**config.mk**
```make
export PLATFORM = sky130hd
export DESIGN_NAME = configure_machine_par
export DESIGN_NICKNAME = d
export VERILOG_FILES = /design/src/rtl/configure_machine_par.sv
export SDC_FILE = /design/constraint.sdc
export NUM_CORES = 1
export LEC_CHECK = 0
export ABC_AREA = 1
export CORE_MARGIN = 2
export CORE_UTILIZATION = 35
export CTS_BUF_LIST = sky130_fd_sc_hd__clkbuf_4
export DETAILED_ROUTE_END_ITERATION = 8
export PLACE_DENSITY = 0.54
export REMOVE_ABC_BUFFERS = 1
export SYNTH_ARGS = -nofsm -noshare
export SYNTH_HDL_FRONTEND = slang
export SYNTH_SLANG_ARGS = --single-unit
```
**constraint.sdc**
```tcl
create_clock -name clk -period 13.9 [get_ports clk]
set_input_delay 2.78 -clock clk [delete_from_list [all_inputs] [get_ports clk]]
set_output_delay 2.78 -clock clk [all_outputs]
set_load 0.01 [all_outputs]
```
**src/rtl/configure_machine_par.sv**
```systemverilog
// Minimum-press machine configurator: searches all button subsets, NUM_LANES per clock,
// for the smallest set whose XOR equals the target light pattern.
module configure_machine_par #(
  parameter int unsigned MAX_NUM_LIGHTS  = 10,
  parameter int unsigned MAX_NUM_BUTTONS = 13,
  parameter int unsigned NUM_LANES       = 4,
  // Derived widths; leave at their defaults.
  parameter int unsigned BTN_W = $clog2(MAX_NUM_BUTTONS + 1),
  parameter int unsigned LGT_W = $clog2(MAX_NUM_LIGHTS + 1)
) (
  input  logic                                      clk,
  input  logic                                      rst,
  input  logic                                      start,
  output logic                                      ready,
  output logic                                      accepted,
  input  logic [LGT_W-1:0]                          num_lights,
  input  logic [BTN_W-1:0]                          num_buttons,
  input  logic [MAX_NUM_LIGHTS-1:0]                 target,
  input  logic [MAX_NUM_BUTTONS*MAX_NUM_LIGHTS-1:0] buttons,
  output logic                                      out_valid,
  input  logic                                      out_ready,
  output logic [BTN_W-1:0]                          out_presses,
  output logic [MAX_NUM_BUTTONS-1:0]                out_subset,
  output logic                                      out_found,
  output logic                                      out_err
);

  localparam int unsigned BaseW = MAX_NUM_BUTTONS + 1;

  typedef enum logic [1:0] {StIdle, StSearch, StDone} state_e;

  state_e                     state_q;
  logic [MAX_NUM_LIGHTS-1:0]  tgt_q;
  logic [MAX_NUM_LIGHTS-1:0]  btn_q [MAX_NUM_BUTTONS];
  logic [BTN_W-1:0]           nbtn_q;
  logic                       err_q;
  logic [BaseW-1:0]           base_q;
  logic [BTN_W-1:0]           best_cnt_q;
  logic [MAX_NUM_BUTTONS-1:0] best_subset_q;
  logic                       found_q;

  logic [MAX_NUM_LIGHTS-1:0]  light_mask;
  logic                       bad_job;
  logic [BaseW-1:0]           limit;
  logic                       last_batch;
  logic [BTN_W-1:0]           best_cnt_d;
  logic [MAX_NUM_BUTTONS-1:0] best_subset_d;
  logic                       found_d;

  always_comb begin
    light_mask = '0;
    for (int i = 0; i < MAX_NUM_LIGHTS; i++) begin
      light_mask[i] = (i < int'(num_lights));
    end
  end

  assign bad_job = (num_buttons > BTN_W'(MAX_NUM_BUTTONS)) ||
                   (num_lights > LGT_W'(MAX_NUM_LIGHTS));

  // Number of subsets of the active buttons: 2**num_buttons.
  assign limit      = {{(BaseW-1){1'b0}}, 1'b1} << nbtn_q;
  assign last_batch = ((base_q + BaseW'(NUM_LANES)) >= limit) || (tgt_q == '0);

  // Lanes are scanned in ascending subset order, so a strict "<" keeps the lowest s on ties.
  always_comb begin
    logic [BaseW-1:0]          s;
    logic [MAX_NUM_LIGHTS-1:0] x;
    logic [BTN_W-1:0]          cnt;
    best_cnt_d    = best_cnt_q;
    best_subset_d = best_subset_q;
    found_d       = found_q;
    for (int k = 0; k < NUM_LANES; k++) begin
      s   = base_q + BaseW'(k);
      x   = '0;
      cnt = '0;
      for (int i = 0; i < MAX_NUM_BUTTONS; i++) begin
        if (s[i]) begin
          x   = x ^ btn_q[i];
          cnt = cnt + BTN_W'(1);
        end
      end
      if ((s < limit) && (x == tgt_q) && (cnt < best_cnt_d)) begin
        best_cnt_d    = cnt;
        best_subset_d = s[MAX_NUM_BUTTONS-1:0];
        found_d       = 1'b1;
      end
    end
  end

  always_ff @(posedge clk) begin
    if (rst) begin
      state_q       <= StIdle;
      ready         <= 1'b1;
      accepted      <= 1'b0;
      out_valid     <= 1'b0;
      out_presses   <= '0;
      out_subset    <= '0;
      out_found     <= 1'b0;
      out_err       <= 1'b0;
      tgt_q         <= '0;
      nbtn_q        <= '0;
      err_q         <= 1'b0;
      base_q        <= '0;
      best_cnt_q    <= '1;
      best_subset_q <= '0;
      found_q       <= 1'b0;
      for (int i = 0; i < MAX_NUM_BUTTONS; i++) begin
        btn_q[i] <= '0;
      end
    end else begin
      accepted <= 1'b0;
      unique case (state_q)
        StIdle: begin
          if (start) begin
            accepted      <= 1'b1;
            ready         <= 1'b0;
            tgt_q         <= target & light_mask;
            for (int i = 0; i < MAX_NUM_BUTTONS; i++) begin
              btn_q[i] <= buttons[i*MAX_NUM_LIGHTS +: MAX_NUM_LIGHTS] & light_mask;
            end
            nbtn_q        <= num_buttons;
            err_q         <= bad_job;
            base_q        <= '0;
            best_cnt_q    <= '1;
            best_subset_q <= '0;
            found_q       <= 1'b0;
            state_q       <= bad_job ? StDone : StSearch;
          end
        end
        StSearch: begin
          base_q        <= base_q + BaseW'(NUM_LANES);
          best_cnt_q    <= best_cnt_d;
          best_subset_q <= best_subset_d;
          found_q       <= found_d;
          if (last_batch) state_q <= StDone;
        end
        StDone: begin
          if (!out_valid) begin
            out_valid   <= 1'b1;
            out_presses <= found_q ? best_cnt_q : '0;
            out_subset  <= found_q ? best_subset_q : '0;
            out_found   <= found_q;
            out_err     <= err_q;
          end else if (out_ready) begin
            out_valid <= 1'b0;
            ready     <= 1'b1;
            state_q   <= StIdle;
          end
        end
        default: state_q <= StIdle;
      endcase
    end
  end

endmodule

```
-- Word level (Yosys, flattened, before mapping)
Memories as Yosys holds them, arrays and structs flattened.
Index checks and enable logic that the tools add are counted.
- add/subtract/negate cells: 52
- order comparisons: 21
- eq/ne operators: 11
- shift operators: 1
- muxes and demuxes: 156
- bitwise gates (word level): 76
- reductions and logical operators: 20
- operators by type and width (operator ; count):
    2-to-1 mux 10 bit ; 65
    XOR 10 bit ; 48
    2-to-1 mux 4 bit ; 54
    adder 4 x 1 -> 4 bit (second input constant) ; 48
    AND 10 bit ; 14
    2-to-1 mux 13 bit ; 6
    less-than comparator 14 bit ; 4
    equality test 10 bit ; 4
    adder 14 x 2 -> 14 bit (second input constant) ; 2
    one-hot mux 14 bit (2 select lines) ; 1
    one-hot mux 13 bit (2 select lines) ; 1
    2-to-1 mux 1 bit ; 19
    less-than comparator 3 x 4 -> 1 bit (first input constant) ; 4
    less-than comparator 4 bit ; 4
    adder 14 x 1 -> 14 bit (second input constant) ; 1
    adder 14 x 3 -> 14 bit (second input constant) ; 1
    greater-or-equal comparator 14 bit ; 1
    2-to-1 mux 14 bit ; 1
    left shift 1 x 4 -> 14 bit (first input constant) ; 1
    OR 1 bit ; 13
    logical NOT 10 bit ; 1
    2-to-1 mux 2 bit ; 5
    greater-than comparator 4 bit (second input constant) ; 2
    logical AND 1 bit ; 8
    other kinds (17) ; 29
- flip-flop bits (word level): 71
- memory bits (writable): 130
- logic and storage cells: 353
- memories kept: 1
- memory list (name ; depth ; width ; read ports ; clocked after Yosys merged registers in ; wr ports ; RTL line ; source):
    btn_q ; 13 ; 10 ; 13 ; 0 ; 13 ; 34 ; logic [MAX_NUM_LIGHTS-1:0] btn_q [MAX_NUM_BUTTONS];

-- Logic depth before layout (Yosys ltp)
- depth in word-level cells: 39
- depth in mapped cells: 78
- gate-level depth less buffers: 75

-- Worst setup path after synthesis
Ideal clock, no wire load.
- kind: register to register
- start: register base_q[2]
- end: register best_subset_q[2]
- arrival: 11.984 ns
- required time: 13.764 ns
- slack: 1.780 ns
- stages on the path, launching flop included: 77
- path buffers: 3
- path through: dfxtp_1 -> buf_4 -> buf_6 -> inv_1 -> ha_1 -> ha_1 -> nand2_1 -> o21ai_1 -> ha_1 -> nand2_1 -> nand2_1 -> ha_1 -> nor2_1 -> a31oi_1 -> ha_1 -> nand2_1 -> nand2_1 -> ha_1 -> (+41 left out) -> ha_1 -> a21oi_1 -> nand4_1 -> nor3_1 -> nand2_4 -> o21ai_0 -> ha_1 -> a211oi_1 -> o2111ai_1 -> a311oi_1 -> nand2_1 -> nor4_1 -> nand2_4 -> nand2_4 -> nand2_4 -> buf_6 -> nand2_2 -> a21oi_2
- longest elaborated chain between the ends: 35
- elaborated cells between the ends (all ways): 201
- classes of those cells: add/sub: 43; order compare: 8; eq/ne: 5; mux: 96; bitwise: 40; reduce/logical: 9
- RTL lines (element ; RTL line ; source):
    start: declaration ; 37 ; logic [BaseW-1:0] base_q;
    start signal: assignment ; 131 ; base_q <= base_q + BaseW'(NUM_LANES);
    parallel branches: the longest is 35 deep, another holds adder 14 x 1 -> 14 bit ; -- ;
    end signal: assignment ; 133 ; best_subset_q <= best_subset_d;
    end: declaration ; 39 ; logic [MAX_NUM_BUTTONS-1:0] best_subset_q;
Parallel ways; which one is timed is not known. The select of a mux whose other input is x is not followed.
A chain may end at the register's enable or synchronous reset.

-- Final worst setup path
- start: register base_q[3]
- end: register found_q
- longest elaborated chain between the ends: 33
- elaborated cells between the ends (all ways): 184
- classes of those cells: add/sub: 39; order compare: 8; eq/ne: 5; mux: 87; bitwise: 36; reduce/logical: 9
- RTL lines (element ; RTL line ; source):
    parallel branches: the longest is 33 deep, another holds adder 14 x 1 -> 14 bit ; -- ;
    end signal: assignment ; 134 ; found_q <= found_d;
    end: declaration ; 40 ; logic found_q;
Parallel ways; which one is timed is not known.

==> flow_metrics.tcl <==
set metrics [dict create \
    final_cells 2903 \
    cts_buffers 17 \
    crit_buf_inv 7 \
    synth_top_cell_by_area "edfxtp_1" \
    rows 80 \
    die_y_um 223 \
    rsz0062_at_grt "false" \
    register_area_sq_um 5290 \
    dp_hpwl_um 36100 \
    root_buffer "clkbuf_4" \
    n_fill_cell 4803 \
    crit_required_ns 14.46 \
    dieWidth_um 223 \
    p_sw_share_pct 41.8 \
    worst_slew_pin_slew_ns 1.21 \
    die-area_sq_um 49800 \
    cts-resized-gates 0 \
    drc 0 \
    slew_violations 0 \
    gp_congestion 0.883 \
    antenna_found_initial 1 \
    period_share_pct 90.8 \
    cts_tree "done" \
    critPathMaxStageDelay_ns 0.34 \
    slew-limit-headroom_pct 18.7 \
    start_util_pct 35.3 \
    multi_input_area_sq_um 10300 \
    crit_path_max_fanout 14 \
    synthCells 2159 \
    worst_hold_slack_ns 0.480 \
    slowest_stage "dfxtp_1" \
    grt_pass1_vias 13600 \
    endpoint_kind "flip-flop" \
    critPathLaunchType "flip-flop" \
    track_usage_pct 19.3 \
    fmax_mhz 79.2 \
    synth_top_family_by_area "simple AND/OR/NAND/NOR gates" \
    grt_max_degree 83 \
    power_frac_clock_pct 16.3 \
    coreArea_sq_um 47500 \
    synth_cell_types 58 \
    period_needed_ns 12.63 \
    ys.flop_type "edfxtp_1" \
    p_int_mw 1.18 \
    clk_transition_reported_paths_ns 0.17 \
    worst-endpoint-arrival_ns 13.18 \
    synth_area_sq_um 16800 \
    num_vias 13900 \
    drive_above_1_share_pct 8.05 \
    post-cts-setup-buffers 0 \
    synth-xor-area-share_pct 21.8 \
    drtPass1Iterations 7 \
    synth-warning-count 0 \
    drtIter0Drc 830 \
    nNetsFinal 2526 \
    cp_common_cell "nand2_1" \
    clk_latency_ns 0.67 \
    synth_simple_gate_area_share_pct 25.5 \
    pwr-share-seq_pct 39.8 \
    leakagePower_nw 8.19 \
    wl_um 47700 \
    outcome "completed" \
    syn_to_final_growth_pct 14.7 \
    maxCapViolations 0 \
    hold_path.class "flip-flop to flip-flop" \
    synth_mux_area_share_pct 0 \
    crit_type "flip-flop to flip-flop" \
    rrSetupSlack_ns 1.27 \
    holdBufCountCts 0 \
    netSwitchingPower_mw 0.844 \
    ctsLongestPathBuffers 2 \
    synth_compound_area_share_pct 6.26 \
    setup_viol 0 \
    ys_async_sr_fraction_pct 0 \
    wl_per_cell_um 16.4 \
    tns_ns 0 \
    ys_seq_area_share_pct 31.5 \
    synth_edf_count 130 \
    syn_area_per_cell_sq_um 7.78 \
    placed_cells 2870 \
    grt_pass1_wl_um 74000 \
    powerDensity_nw_per_um2 105 \
    skew_ns 0.0269 \
    hold_viol 0 \
    io_pins 174 \
    crit_family "simple AND/OR/NAND/NOR gates" \
    cts_sinks 199 \
    port-buffer-count 173 \
    synth_area_leaders "edfxtp_1 (23%), nand2_1 (13%), xnor2_1 (9.5%), xor2_1 (8.9%), dfxtp_1 (8.2%)" \
    ctsHtreeMaxLevel 4 \
    yosys.area.top_type_share_pct 23.2 \
    synth-adder-area-share_pct 7.62 \
    power_frac_comb_pct 43.9 \
    grt_overflow_total 0 \
    vias_per_cell 4.77 \
    vdd_ir_drop_max_mv 0.0557 \
    drtAntennaViolNets 0 \
    ys_ff_latch 199 \
]
## worst paths after layout
| check | startpoint | endpoint | cells past startpoint |
|---|---|---|---|
| max | base_q[3] | found_q | 74 |
| min | best_subset_q[4] | best_subset_q[4] | 2 |
| max reg2reg | base_q[3] | found_q | 74 |
| min reg2reg | best_subset_q[4] | best_subset_q[4] | 2 |
## cells in the final DEF, fill, tap and decap left out, types with 13 or more instances in the layout
master	n
ha_1	96
nand3_2	13
clkbuf_4	17
nor2_1	190
nand2_4	13
buf_4	17
nand2_1	589
xnor2_1	183
o21ai_0	57
nand4_1	21
dfxtp_1	63
clkdlybuf4s50_1	172
inv_1	183
a21oi_1	73
nand2_2	33
edfxtp_1	130
xor2_1	171
nand3_1	95
## synth_stat cells, drive strengths merged, types with 6 or more instances
cell	instances
a21oi	83
a31oi	6
buf	34
clkbuf	61
clkinv	6
dfxtp	69
edfxtp	130
ha	96
inv	195
nand2	637
nand3	108
nand4	21
nor2	195
nor3	14
o21ai	66
o22ai	6
or2	12
xnor2	197
xor2	187
## worst register-to-register path, delay by kind of cell (launching register included)
family	cells	cell delay, ns
AND/OR/NAND/NOR	37	4.76
adder cells (fa/ha/maj)	13	3.51
AO/OA/AOI/OAI	16	2.97
buffers and inverters	7	0.74
flip-flops	1	0.34
XOR/XNOR	1	0.22
## power by group through the flow
stage / sequential, mW / combinational [mW] / clock [mW]
finish: 0.804 / 0.887 / 0.330
global route: 0.816 / 0.994 / 0.364
CTS: 0.806 / 0.888 / 0.345
detailed placement: 0.820 / 0.884 / 0
global placement: 0.820 / 0.870 / 0
floorplan: 0.815 / 0.608 / 0
## metrics by stage
stage | util (%) | setup WS [ns] | area, sq um | total power [mW]
2_1_floorplan | - | 1.38 | 16300 | 1.42
3_3_place_gp | 39.9 | 1.68 | 19000 | 1.69
3_5_place_dp | 39.9 | 1.13 | 19000 | 1.70
4_1_cts | 40.5 | 1.08 | 19300 | 2.04
5_1_grt | 40.6 | 0.112 | 19300 | 2.17
6_report | 40.6 | 1.27 | 19300 | 2.02
## per-layer routing
metal | wire length, um | up-vias | global-route usage [%]
li1 | - | 7075 | -
met1 | 22500 | 6434 | 25.6
met2 | 22200 | 295 | 32.4
met3 | 1640 | 51 | 2.84
met4 | 1300 | 0 | 6.32
met5 | 0 | - | 0
## cell type report
type                            count  share of cell area, %
Multi-Input combinational cell   1664                   53.4
Clock inverter                     15                  0.876
Inverter                          201                   3.91
Sequential cell                   199                   27.4
Clock buffer                       17                  0.662
Timing Repair Buffer              191                   9.68
Antenna cell                        1                 0.0130
Tap cell                          615                   3.99
## flip-flops by register name (all words and copies together), names as in the netlist, 2 cells and up
name	count
btn_q	130
best_subset_q	13
out_subset	13
base_q	12
tgt_q	10
best_cnt_q	4
nbtn_q	4
out_presses	4
state_q	2
## cell families after synthesis
logic type      Yosys count
flops                   199
compound gates          185
xor+xnor                384
fa+ha+maj               100
simple gates            994
buf+inv                 296
other cells               1
Note: power is estimated with default switching activity, not from simulation.
